File: src/rtl/renkon_conv_wfetch_pkg.sv
// rtl/renkon_conv_wfetch_pkg.sv - shared widths, filter size and FSM encoding for the weight fetcher
package renkon_conv_wfetch_pkg;

  // Signed weight word width
  localparam int WF_DWIDTH  = 16;
  // Weight-memory address width
  localparam int WF_WAWIDTH = 12;
  // Filter edge; a filter holds WF_FSIZE*WF_FSIZE weights
  localparam int WF_FSIZE   = 5;

  // Fetch controller states
  typedef enum logic [1:0] {
    WF_IDLE  = 2'd0,
    WF_FETCH = 2'd1,
    WF_DRAIN = 2'd2,
    WF_DONE  = 2'd3
  } wf_state_e;

endpackage

File: src/rtl/renkon_conv_wfetch.sv
// rtl/renkon_conv_wfetch.sv - streams one filter of weights from memory into the downstream shift register (optional bias word: WFETCH_BIAS_EN)
module renkon_conv_wfetch
  import renkon_conv_wfetch_pkg::*;
#(
  parameter int DWIDTH  = WF_DWIDTH,
  parameter int WAWIDTH = WF_WAWIDTH,
  parameter int FSIZE   = WF_FSIZE
) (
  input  logic                      clk,
  input  logic                      xrst,
  input  logic                      start,
  input  logic [WAWIDTH-1:0]        base_addr,
  output logic [WAWIDTH-1:0]        mem_addr,
  output logic                      mem_re,
  input  logic signed [DWIDTH-1:0]  mem_rdata,
  output logic signed [DWIDTH-1:0]  read_weight,
  output logic                      wreg_we,
  output logic                      busy,
  output logic                      done
`ifdef WFETCH_BIAS_EN
  ,
  output logic signed [DWIDTH-1:0]  bias
`endif
);

  localparam int NWEIGHT = FSIZE * FSIZE;
`ifdef WFETCH_BIAS_EN
  // The bias word follows the filter weights in memory
  localparam int NREAD   = NWEIGHT + 1;
`else
  localparam int NREAD   = NWEIGHT;
`endif
  localparam int CWIDTH  = $clog2(NREAD + 1);
  localparam logic [CWIDTH-1:0] LAST_IDX = CWIDTH'(NREAD - 1);
`ifdef WFETCH_BIAS_EN
  localparam logic [CWIDTH-1:0] BIAS_IDX = CWIDTH'(NWEIGHT);
`endif

  wf_state_e                r_state;
  wf_state_e                w_state_nxt;
  logic [WAWIDTH-1:0]       r_mem_addr;
  logic                     r_mem_re;
  logic [CWIDTH-1:0]        r_cnt;
  logic                     r_v1;
  logic                     r_v2;
  logic                     r_wreg_we;
  logic signed [DWIDTH-1:0] r_read_weight;
  logic                     w_accept;
  logic                     w_last_addr;
  logic                     w_shift;
  logic                     w_busy;
  logic                     w_done;
`ifdef WFETCH_BIAS_EN
  logic                     r_tag1;
  logic signed [DWIDTH-1:0] r_bias;
`endif

  assign w_accept    = (r_state == WF_IDLE) && start;
  assign w_last_addr = (r_cnt == LAST_IDX);

`ifdef WFETCH_BIAS_EN
  // Only filter weights go to the shift register; the tagged bias word is diverted
  assign w_shift = r_v1 && !r_tag1;
`else
  assign w_shift = r_v1;
`endif

  // State register
  always_ff @(posedge clk or negedge xrst) begin
    if (!xrst) begin
      r_state <= WF_IDLE;
    end else begin
      r_state <= w_state_nxt;
    end
  end

  // Next-state logic; DRAIN ends once the read pipeline has emptied its final word
  always_comb begin
    w_state_nxt = r_state;
    case (r_state)
      WF_IDLE:  if (start)          w_state_nxt = WF_FETCH;
      WF_FETCH: if (w_last_addr)    w_state_nxt = WF_DRAIN;
      WF_DRAIN: if (r_v2 && !r_v1)  w_state_nxt = WF_DONE;
      WF_DONE:                      w_state_nxt = WF_IDLE;
      default:                      w_state_nxt = WF_IDLE;
    endcase
  end

  // State-decoded status outputs
  always_comb begin
    w_busy = 1'b0;
    w_done = 1'b0;
    case (r_state)
      WF_IDLE:  w_busy = 1'b0;
      WF_FETCH: w_busy = 1'b1;
      WF_DRAIN: w_busy = 1'b1;
      WF_DONE: begin
        w_busy = 1'b1;
        w_done = 1'b1;
      end
      default:  w_busy = 1'b0;
    endcase
  end

  // Address counter: first address is loaded with the accepted start, then steps once per FETCH cycle
  always_ff @(posedge clk or negedge xrst) begin
    if (!xrst) begin
      r_mem_addr <= '0;
      r_mem_re   <= 1'b0;
      r_cnt      <= '0;
    end else if (w_accept) begin
      r_mem_addr <= base_addr;
      r_mem_re   <= 1'b1;
      r_cnt      <= '0;
    end else if (r_state == WF_FETCH) begin
      if (w_last_addr) begin
        r_mem_re <= 1'b0;
      end else begin
        r_mem_addr <= r_mem_addr + WAWIDTH'(1);
        r_cnt      <= r_cnt + CWIDTH'(1);
      end
    end
  end

  // Two-stage valid pipeline: stage 1 marks memory data present, stage 2 marks the registered word
  always_ff @(posedge clk or negedge xrst) begin
    if (!xrst) begin
      r_v1      <= 1'b0;
      r_v2      <= 1'b0;
      r_wreg_we <= 1'b0;
    end else begin
      r_v1      <= r_mem_re;
      r_v2      <= r_v1;
      r_wreg_we <= w_shift;
    end
  end

  // Weight word register; holds its value whenever no shift is in progress
  always_ff @(posedge clk or negedge xrst) begin
    if (!xrst) begin
      r_read_weight <= '0;
    end else if (w_shift) begin
      r_read_weight <= mem_rdata;
    end
  end

`ifdef WFETCH_BIAS_EN
  // Tag the read that fetches the bias word and capture it when its data returns
  always_ff @(posedge clk or negedge xrst) begin
    if (!xrst) begin
      r_tag1 <= 1'b0;
      r_bias <= '0;
    end else begin
      r_tag1 <= r_mem_re && (r_cnt == BIAS_IDX);
      if (r_v1 && r_tag1) begin
        r_bias <= mem_rdata;
      end
    end
  end

  assign bias = r_bias;
`endif

  assign mem_addr    = r_mem_addr;
  assign mem_re      = r_mem_re;
  assign read_weight = r_read_weight;
  assign wreg_we     = r_wreg_we;
  assign busy        = w_busy;
  assign done        = w_done;

endmodule

File: config.mk
export PLATFORM = sky130hd
export DESIGN_NAME = renkon_conv_wfetch
export DESIGN_NICKNAME = d
export VERILOG_FILES = /design/src/rtl/renkon_conv_wfetch_pkg.sv /design/src/rtl/renkon_conv_wfetch.sv
export SDC_FILE = /design/constraint.sdc
export NUM_CORES = 1
export LEC_CHECK = 0
export BUFFER_PORTS_ARGS = -buffer_cell sky130_fd_sc_hd__buf_2
export CORE_ASPECT_RATIO = 1.2
export CORE_MARGIN = 2
export CORE_UTILIZATION = 49
export CTS_CLUSTER_DIAMETER = 40
export DETAILED_ROUTE_END_ITERATION = 7
export PLACE_DENSITY = 0.76
export SLEW_MARGIN = 40
export SYNTH_ARGS = -nofsm -noshare
export SYNTH_HDL_FRONTEND = slang
export SYNTH_SLANG_ARGS = --single-unit
File: constraint.sdc
create_clock -name clk -period 2 [get_ports clk]
set_input_delay 0.1 -clock clk [delete_from_list [all_inputs] [get_ports clk]]
set_output_delay 0.1 -clock clk [all_outputs]
set_load 0.02 [all_outputs]
* Word-level counts from Yosys, hierarchy flattened *
Cells that the tools add are included.

storage, ports and cells
  register bits after elaboration = 38
  bits of input ports = 31
  output and inout port bits = 32
  logic and storage cells = 42

operators by class
  add/sub/neg operators = 2
  equal/unequal tests = 8
  mux-type cells = 15
  reductions and logical operators = 10

operator list
  operator                                                          count
  12-bit 2-to-1 mux                                                 3
  5-bit 2-to-1 mux                                                  3
  12-bit by 1-bit adder with 12-bit output (second input constant)  1
  2-bit != test (second input constant)                             4
  2-bit case mux with 4 select lines                                1
  2-bit 2-to-1 mux                                                  3
  5-bit by 1-bit adder with 5-bit output (second input constant)    1
  5-bit == test (second input constant)                             1
  2-bit == test (second input constant)                             2
  1-bit 2-to-1 mux                                                  4
  2-bit AND reduction                                               2
  2-bit nonzero test                                                2
  3-bit AND reduction                                               1
  3-bit OR reduction                                                1
  2-bit by 1-bit == test with 1-bit output (second input constant)  1
  1-bit logical AND                                                 2
  2-bit logical NOT                                                 1
  1-bit case mux with 2 select lines                                1
  1-bit logical NOT                                                 1

* Depth between registers and ports, before layout *
Gate-level depths: netlist of the first run.

  depth in word-level cells = 4
  depth in mapped cells = 7

* Worst setup path after synthesis of the first run *
Ideal clock, no wire load.

  path kind = register -> register
  start point = register r_cnt[0]
  end point = register r_state[1]
  library setup time = 128 ps
  arrival time = 1,580 ps
  path slack = 293 ps
  cell stages (with the launch flop) = 8
  period minus slack after synthesis = 1,707 ps
  cell sequence = dfrtp_1 inv_1 ha_1 nand4b_1 and2_1 buf_6 a221oi_4 mux2_1

between the ends
  word-level cells in the longest chain between the ends = 3

ends and longest elaborated chain
  element                               RTL line                   RTL
  from (decl)                           renkon_conv_wfetch.sv:43   logic [CWIDTH-1:0] r_cnt;
  from (signal assigned)                renkon_conv_wfetch.sv:120  r_cnt <= r_cnt + CWIDTH'(1);
  5-bit == test                         renkon_conv_wfetch.sv:59   assign w_last_addr = (r_cnt == LAST_IDX);
  2-bit != test (no source line)        -
  3-bit AND reduction (no source line)  -
  to (signal assigned)                  renkon_conv_wfetch.sv:73   r_state <= w_state_nxt;
  to (decl)                             renkon_conv_wfetch.sv:39   wf_state_e r_state;

No other way between the ends.
A chain may end at the register's enable or synchronous reset.

* Final worst setup path of the first run *
Same ends and word-level chain as after synthesis.

==> results of run 1 <==
[worst paths after layout]
| check | start | endpoint | slack [ns] | depth (start not counted) |
|---|---|---|---|---|
| max | r_cnt[0] | r_state[1] | 0.18 | 6 |
| min | base_addr[1] | mem_addr[1] | 0.008 | 3 |
| max reg2reg | r_cnt[0] | r_state[1] | 0.18 | 6 |
| min reg2reg | mem_re | r_v1 | 0.41 | 0 |
| max in group asynchronous | xrst | r_state[0] | 1.37 | 2 |
| min in group asynchronous | xrst | read_weight[2] | 0.30 | 2 |
[synthesized netlist by cell type, types with 5 or more instances]
| master | instances | share of area, % |
|---|---|---|
| dfrtp_1 | 38 | 53 |
| ha_1 | 7 | 4.9 |
| inv_1 | 6 | 1.2 |
| mux2_2 | 16 | 10 |
| nand2_1 | 16 | 3.3 |
| nand4_1 | 5 | 1.7 |
| nor2_1 | 9 | 1.9 |
| o21ai_1 | 6 | 1.7 |
| xnor2_1 | 11 | 5.3 |
[per-layer routing]
metal | wire length [microns] | track usage [%] | share of wire [%]
met5 | 0 | 0 | 0
met4 | 57 | 6.82 | 1.8
met3 | 213 | 6.30 | 6.6
met2 | 1570 | 26.1 | 49
met1 | 1380 | 21.4 | 43
[report_power, final]
part | switching [mW] | total (mW) | internal [mW] | leakage (nW)
registers | 0.190 | 1.15 | 0.955 | 0.447
logic | 0.610 | 1.07 | 0.463 | 0.546
clock network | 0.261 | 0.793 | 0.532 | 0.0714
total | 1.06 | 3.01 | 1.95 | 1.06
[repair_timing]
item                       in CTS  in global routing
hold buffers                    1                  0
hold endpoints to repair       38                  0
setup endpoints to repair       0                  1
buffers inserted                0                  1
resized for setup               0                  0
[area by class of cell]
class,count,area (sq um)
fill,283,1270
sequential,38,951
multi-input combinational,102,788
timing repair buffer,67,353
clock buffer,6,82.6
clock inverter,2,60.1
tap,39,48.8
inverter,6,22.5
[logic make-up (layout without fill, tap and decap cells)]
group,Yosys count,in the layout
and+or+nand+nor,46,46
DFF,38,38
muxes,18,18
AOI/OAI and AO/OA,16,16
xor gates and xnor gates,15,15
buffers and inverters,13,81
adders and majority gates,7,7
[worst min-delay path: cells and delay by family]
kind / cells / cell delay, ns
compound gates: 1 / 0.05
buf+inv: 1 / 0.07
simple gates: 1 / 0.03
[state kept, by name, indices dropped and copies added, names as in the netlist]
| register | count |
|---|---|
| r_state | 2 |
| read_weight | 16 |
| mem_addr | 12 |
| mem_re | 1 |
| wreg_we | 1 |
| r_v1 | 1 |
| r_cnt | 5 |
==> run metrics, run 1 <==
buffers added on ports 62; crit end category register; slowest stage delay, CP 0.42 ns; post-synthesis compound-gate area fraction 5.89%; Worst Clk Skew 0.00492 ns; Critical Path Source Type register; Post-synth EDFFs 0; RSZ-0062 raised after global routing false; post-detail-place hpwl 2340 microns; Placer Congestion 0.743; Die Height 70.5 microns; Fin. Hold Viols 0; CTS tree yes; Final Power 3.01 mW; kind of path behind the tightest hold check input pin to register; vias per cell 5.06; Total Routing Usage GR 17.0%; Mapped Nets 191; hold slack 0.00825 ns; sequential area share after synthesis 52.7%; Crit path buffers/inverters 1; synthesized instance count 153; area of the core 3570 sq um; Ys Warns 0; drt drc 0; FF+latch count, synth 38; Slew HR 69.6%; Root Driver clkbuf_8; P_leak 1.06 nW; Synth Area in Simple Gates 14.5%; Finished Cell Area 2310 sq um; vias in the first global route 1194; Clk Latency, worst-skew pair 0.29 ns; Pins Over Slew Limit 0; Period Utilization, post-route 91.0%; Core Util, Final 64.5%; post-synthesis mux area share 11.2%; first-pass GRT wire length 5310 microns; maxcap violations 0; Initial Utilization 50.5%; slowest CP cell dfrtp_1; commonest cells after routing, fill and taps aside buf_2, dfrtp_1, nand2_1, mux2_2, xnor2_1; total CTS buffers 5; n_diodes 0; maximum fanout along the worst path 4; Area after DPL 2140 sq um; Synth Area in XOR/XNOR 7.28%; die footprint 4190 sq um; placed insts 250; largest net degree at the start of global routing 39; CP top delay family simple AND/OR/NAND/NOR gates; fin worst setup slack 0.180 ns; I/O Pins 63; most common library cell in the layout ignoring fill and taps buf_2; non-filler instance count after layout 260; setup violators final 0; Cell Chain, Critical Path inv_1, ha_1, nand4b_1, and2_1, a221oi_4, mux2_1; mapped cell area 1810 sq um; Layout area overhead 27.7%; Setup WS pre-CTS 0.199 ns; Critical Path RT 2.17 ns; H-tree Lvls 2; Post-Route WL 3220 microns; prevailing post-synth register cell dfrtp_1; Antenna Nets Post-Route 0; global route overflow 0; layout cells sized above 1 43.4%; status finished, final reports clean; Slew @ Worst Pin 0.457 ns; standard-cell rows 24; Setup Total Neg Slack 0 ns; antenna violations before repair 0; Clock Pin Slew Worst Setup and Hold Paths 0.07 ns; Clock Sinks 38; clock buffer depth 2; die width 59.4 microns; achievable frequency 549 MHz; routed len/inst 12.4 microns; async set or reset register ratio after synthesis 100%; DR iter-0 viols 43; Synth cell types 29; Synth Area in Adders 4.85%; Crit Path Category register to register; vias 1316; critical path arrival 1.99 ns; Power Dens Cells 1310 nW/um^2; first-pass iteration count of the detailed router 3; nets@finish 258; largest family of logic cells by synthesized area simple AND/OR/NAND/NOR gates; min cycle time layout 1.82 ns; Max VDD drop 0.697 mV; Avg Inst Size Synth 11.8 sq um
(Power assumes the default switching activity.)
==> run 2, diff against run 1 <==
BUFFER_PORTS_ARGS = unset   (was -buffer_cell sky130_fd_sc_hd__buf_2)
CORE_UTILIZATION = 62   (was 49)
DONT_BUFFER_PORTS = 1   (was unset)
MAX_ROUTING_LAYER = met4   (was unset)
PLACE_DENSITY = 0.75   (was 0.76)
REMOVE_ABC_BUFFERS = 1   (was unset)
==> run metrics, run 2 (synthesis gave the netlist of run 1 again) <==
post-detail-place hpwl 2450 microns (+4.7%); Power Dens Cells 1140 nW/um^2 (-12%); Antenna Nets Post-Route 0 (unchanged); Pins Over Slew Limit 0 (unchanged); vias per cell 5.65 (+12%); vias 1259 (-4.3%); Critical Path Source Type register; Crit Path Category register to register; Period Utilization, post-route 88.2% (-2.8 points); Max VDD drop 0.794 mV (+14%); H-tree Lvls 2 (unchanged); HP Start start; Slew @ Worst Pin 0.421 ns (-0.0359 ns); first-pass iteration count of the detailed router 6 (+3); DR iter-0 viols 20 (-53%); Die Height 63.1 microns (-10%); RSZ-0062 raised after global routing false; Worst Clk Skew 0.00904 ns (+0.00412 ns); largest net degree at the start of global routing 39 (unchanged); die footprint 3360 sq um (-20%); Critical Path RT 2.24 ns (+0.07 ns); n_diodes 0 (unchanged); critical path arrival 2.00 ns (about the same); vias in the first global route 1386 (+16%); first-pass GRT wire length 6090 microns (+15%); layout cells sized above 1 18.5% (-25 points); global route overflow 0 (unchanged); buffers added on ports 0 (-100%); standard-cell rows 21 (-13%); Clk Latency, worst-skew pair 0.35 ns (+0.06 ns); Total Routing Usage GR 25.9% (+8.8 points); crit path launch r_cnt[0]; CTS tree yes; Post-Route WL 3620 microns (+12%); Slew HR 71.9% (+2.4 points); Setup Total Neg Slack 0 ns (unchanged); area of the core 2790 sq um (-22%); min cycle time layout 1.76 ns (-0.0554 ns); Placer Congestion 0.786 (+5.8%); I/O Pins 63 (unchanged); Clock Pin Slew Worst Setup and Hold Paths 0.11 ns (+0.04 ns); fin worst setup slack 0.235 ns (+0.0554 ns); kind of path behind the tightest hold check input pin to register; maxcap violations 0 (unchanged); Final Power 2.53 mW (-16%); # fillers 171 (-40%); setup violators final 0 (unchanged); maximum fanout along the worst path 4 (unchanged); drt drc 0 (unchanged); crit end category register; max reg flops 16 (unchanged); slowest CP cell dfrtp_1; antenna violations before repair 0 (unchanged); achievable frequency 567 MHz (+3.1%); Core Util, Final 79.5% (+15 points); clock buffer depth 2 (unchanged); worst reg2reg startpoint r_cnt[0]; Initial Utilization 64.8% (+14 points); Multi-input gate area 788 sq um (unchanged); commonest cells after routing, fill and taps aside dfrtp_1, dlygate4sd3_1, nand2_1, mux2_2, xnor2_1; die width 53.3 microns (-10%); Fin. Hold Viols 0 (unchanged); routed len/inst 16.2 microns (+31%); status finished, final reports clean; Layout area overhead 22.6%; Clock Sinks 38 (unchanged); most common library cell in the layout ignoring fill and taps dfrtp_1; Cell Chain, Critical Path inv_1, ha_1, nand4b_1, and2_1, a221oi_4, mux2_1; Setup WS pre-CTS 0.250 ns (+0.0506 ns); total CTS buffers 5 (unchanged); P_leak 0.911 nW (-14%); hold slack 0.134 ns (+0.126 ns); slowest stage delay, CP 0.43 ns (about the same); Root Driver clkbuf_4; post-CTS sizing 0 (unchanged); nets@finish 226 (-12%); Reg area 951 sq um (unchanged)
[run 2: changes by cell type in the layout (fill, tap and decap cells not counted), sizes merged]
cell	delta
bufinv	-2
dlygate4sd3	+29
clkbuf	-1
clkinvlp	+1
clkinv	+2
buf	-61
[run 2: critical path, delay by kind of cell, from the launching register on]
kind / cells / cell delay, ns
flip-flops: 1 / 0.43
AO/OA/AOI/OAI: 1 / 0.21
adder cells (fa/ha/maj): 1 / 0.16
multiplexers: 1 / 0.35
buffers and inverters: 1 / 0.07
AND/OR/NAND/NOR: 2 / 0.43
[run 2: repair_timing]
action | CTS | global route
hold endpoints to repair | 67 | 0
setup endpoints to repair | 0 | 0
hold buffers | 31 | 0
setup buffers | 0 | 0
[run 2: per-layer routing]
layer	up-vias	part of all wire, %	track usage (%)
li1	598	-	-
met1	597	35	27.0
met2	59	54	43.1
met3	5	9.1	10.9
met4	0	1.4	8.01
met5	-	0	-
[run 2: final timing paths]
kind	to	slack (ns)	cells past startpoint
max	r_state[1]	0.24	6
min in group asynchronous	mem_addr[5]	0.21	2
max in group asynchronous	read_weight[7]	1.60	2
min	r_state[0]	0.13	3
min reg2reg	r_v1	0.58	0
max reg2reg	r_state[1]	0.24	6
[run 2: final cells by class]
class                      instances  area share [%]
inverter                           6            1.02
clock buffer                       5            1.70
timing repair buffer              35            15.8
tap                               34            1.92
clock inverter                     3           0.961
sequential                        38            43.0
multi-input combinational        102            35.6
[run 2: power by group]
part           switching (mW)  total, mW  internal [mW]  leakage, nW
Clock                   0.258      0.395          0.137       0.0312
Combinational           0.399      0.792          0.393        0.433
Sequential              0.393       1.34          0.950        0.447
Total                    1.05       2.53           1.48        0.911
[run 2: stage by stage]
stage	std cells	area, sq um
global route	223	2210
CTS	223	2210
detailed placement	184	1830
finish	223	2210
global placement	184	1830
floorplan	146	1760
==> run 3, diff against run 2 <==
CELL_PAD_IN_SITES_DETAIL_PLACEMENT = 1   (was unset)
CELL_PAD_IN_SITES_GLOBAL_PLACEMENT = 1   (was unset)
CORE_UTILIZATION = 47   (was 62)
PLACE_DENSITY = 0.74   (was 0.75)
clock period = 1.98 ns   (was 2 ns; I/O delays follow)
==> run metrics, run 3 (synthesis gave the netlist of run 1 again) <==
maximum fanout along the worst path 4 (unchanged); Slew HR 70.8% (-1.1 points); slowest CP cell dfrtp_1; Max VDD drop 0.514 mV (-35%); n_diodes 0 (unchanged); layout cells sized above 1 19.1% (+0.63 points); P_leak 0.925 nW (+1.5%); vias in the first global route 1486 (+7.2%); Post-Route WL 4470 microns (+24%); slowest stage delay, CP 0.45 ns (+0.02 ns); Power Dens Cells 1220 nW/um^2 (+7.1%); placed insts 202 (+9.8%); Initial Utilization 49.3% (-16 points); fin worst setup slack 0.159 ns (-0.0769 ns); RSZ-0062 raised after global routing false; Placer Congestion 0.768 (-2.3%); Clock Pin Slew Worst Setup and Hold Paths 0.08 ns (-0.03 ns); Clk Latency, worst-skew pair 0.29 ns (-0.06 ns); max reg flops 16 (unchanged); vias per cell 5.31 (-5.9%); Total Routing Usage GR 23.6% (-2.3 points); Crit Path Category register to register; Fin. Hold Viols 0 (unchanged); post-detail-place hpwl 2730 microns (+11%); antenna violations before repair 0 (unchanged); min cycle time layout 1.82 ns (+0.0569 ns); CP top delay family simple AND/OR/NAND/NOR gates; setup violators final 0 (unchanged); Slew @ Worst Pin 0.438 ns (+0.0170 ns); Worst Clk Skew 0.00581 ns (-0.00323 ns); vias 1275 (+1.3%); global route overflow 0 (unchanged); critical path arrival 2.00 ns (about the same); Crit path buffers/inverters 1 (unchanged); maxcap violations 0 (unchanged); Pins Over Slew Limit 0 (unchanged); Root Driver clkbuf_8; drt drc 0 (unchanged); die footprint 4360 sq um (+30%); buffers added on ports 0 (unchanged); Period Utilization, post-route 92.0% (+3.8 points); Cell Chain, Critical Path inv_1, ha_1, nand4b_1, and2_4, a221oi_4, mux2_1; Die Height 71.9 microns (+14%); Final Power 2.77 mW (+9.6%); non-filler instance count after layout 240 (+7.6%); routed len/inst 18.6 microns (+15%); clock buffer depth 2 (unchanged); die width 60.6 microns (+14%); commonest cells after routing, fill and taps aside dfrtp_1, dlygate4sd3_1, nand2_1, mux2_2, xnor2_1; Critical Path Source Type register; largest net degree at the start of global routing 39 (unchanged); crit end category register; kind of path behind the tightest hold check input pin to register; total CTS buffers 5 (unchanged); Antenna Nets Post-Route 0 (unchanged); Critical Path RT 2.15 ns (-0.09 ns); standard-cell rows 24 (+14%); H-tree Lvls 2 (unchanged); Clock Sinks 38 (unchanged); DR iter-0 viols 40 (+100%); first-pass iteration count of the detailed router 4 (-2); # fillers 377 (+120%); Core Util, Final 61.8% (-18 points); first-pass GRT wire length 7380 microns (+21%); nets@finish 225 (-0.44%); post-CTS setup buffer count 0 (unchanged); Setup WS pre-CTS 0.126 ns (-0.124 ns); area of the core 3660 sq um (+32%); status finished, final reports clean; I/O Pins 63 (unchanged); Layout area overhead 25.4%; most common library cell in the layout ignoring fill and taps dfrtp_1; achievable frequency 549 MHz (-3.1%); CTS tree yes
==> run 3: changes by cell type in the layout (fill, tap and decap cells not counted), sizes merged <==
cell,change
clkinv,-1
clkbuf,+1
dlygate4sd3,-1
==> run 3: through the flow <==
step / TNS, ns / hold WS (ns) / instance area (sq um)
after global placement: 0 / -0.196 / 1860
after CTS: 0 / 0.0157 / 2260
final: 0 / 0.0148 / 2260
after detailed placement: 0 / -0.196 / 1860
after floorplan: -0.0473 / -0.197 / 1760
after global routing: 0 / 0.0277 / 2260
==> run 3: final timing paths <==
kind                           from        endpoint  slack [ns]  cells past startpoint
max                        r_cnt[0]      r_state[1]        0.16                      6
min                           start          mem_re        0.01                      2
max reg2reg                r_cnt[0]      r_state[1]        0.16                      6
min reg2reg                  mem_re            r_v1        0.56                      0
max in group asynchronous      xrst  read_weight[8]        1.51                      2
min in group asynchronous      xrst     mem_addr[5]        0.27                      2
==> run 3: layout make-up <==
cell class,count,area (sq um),share of cell area [%]
clock inverter,2,12.5,0.552
clock buffer,6,82.6,3.65
tap,52,65.1,2.87
timing repair buffer,34,340,15.0
inverter,6,22.5,0.994
multi-input combinational,102,791,34.9
sequential,38,951,42.0
==> run 3: report_power, final <==
part           internal, mW  total [mW]  switching (mW)
Combinational         0.407       0.843           0.436
Sequential            0.960        1.38           0.416
Clock                 0.280       0.554           0.274
Total                  1.65        2.77            1.13
==> run 3: timing repair <==
item                       in CTS  in global routing
gates resized for setup         0                  2
hold buffers                   30                  0
setup endpoints to repair       0                  1
hold endpoints to repair       66                  0
==> run 3: metal layers <==
layer | vias up | part of all wire [%] | wire [microns] | GRT usage, %
met5 | - | 0 | 0 | -
met1 | 624 | 39 | 1760 | 28.1
met4 | 0 | 0.67 | 30 | 7.25
met2 | 57 | 53 | 2380 | 39.2
li1 | 590 | - | - | -
met3 | 4 | 6.7 | 299 | 5.35
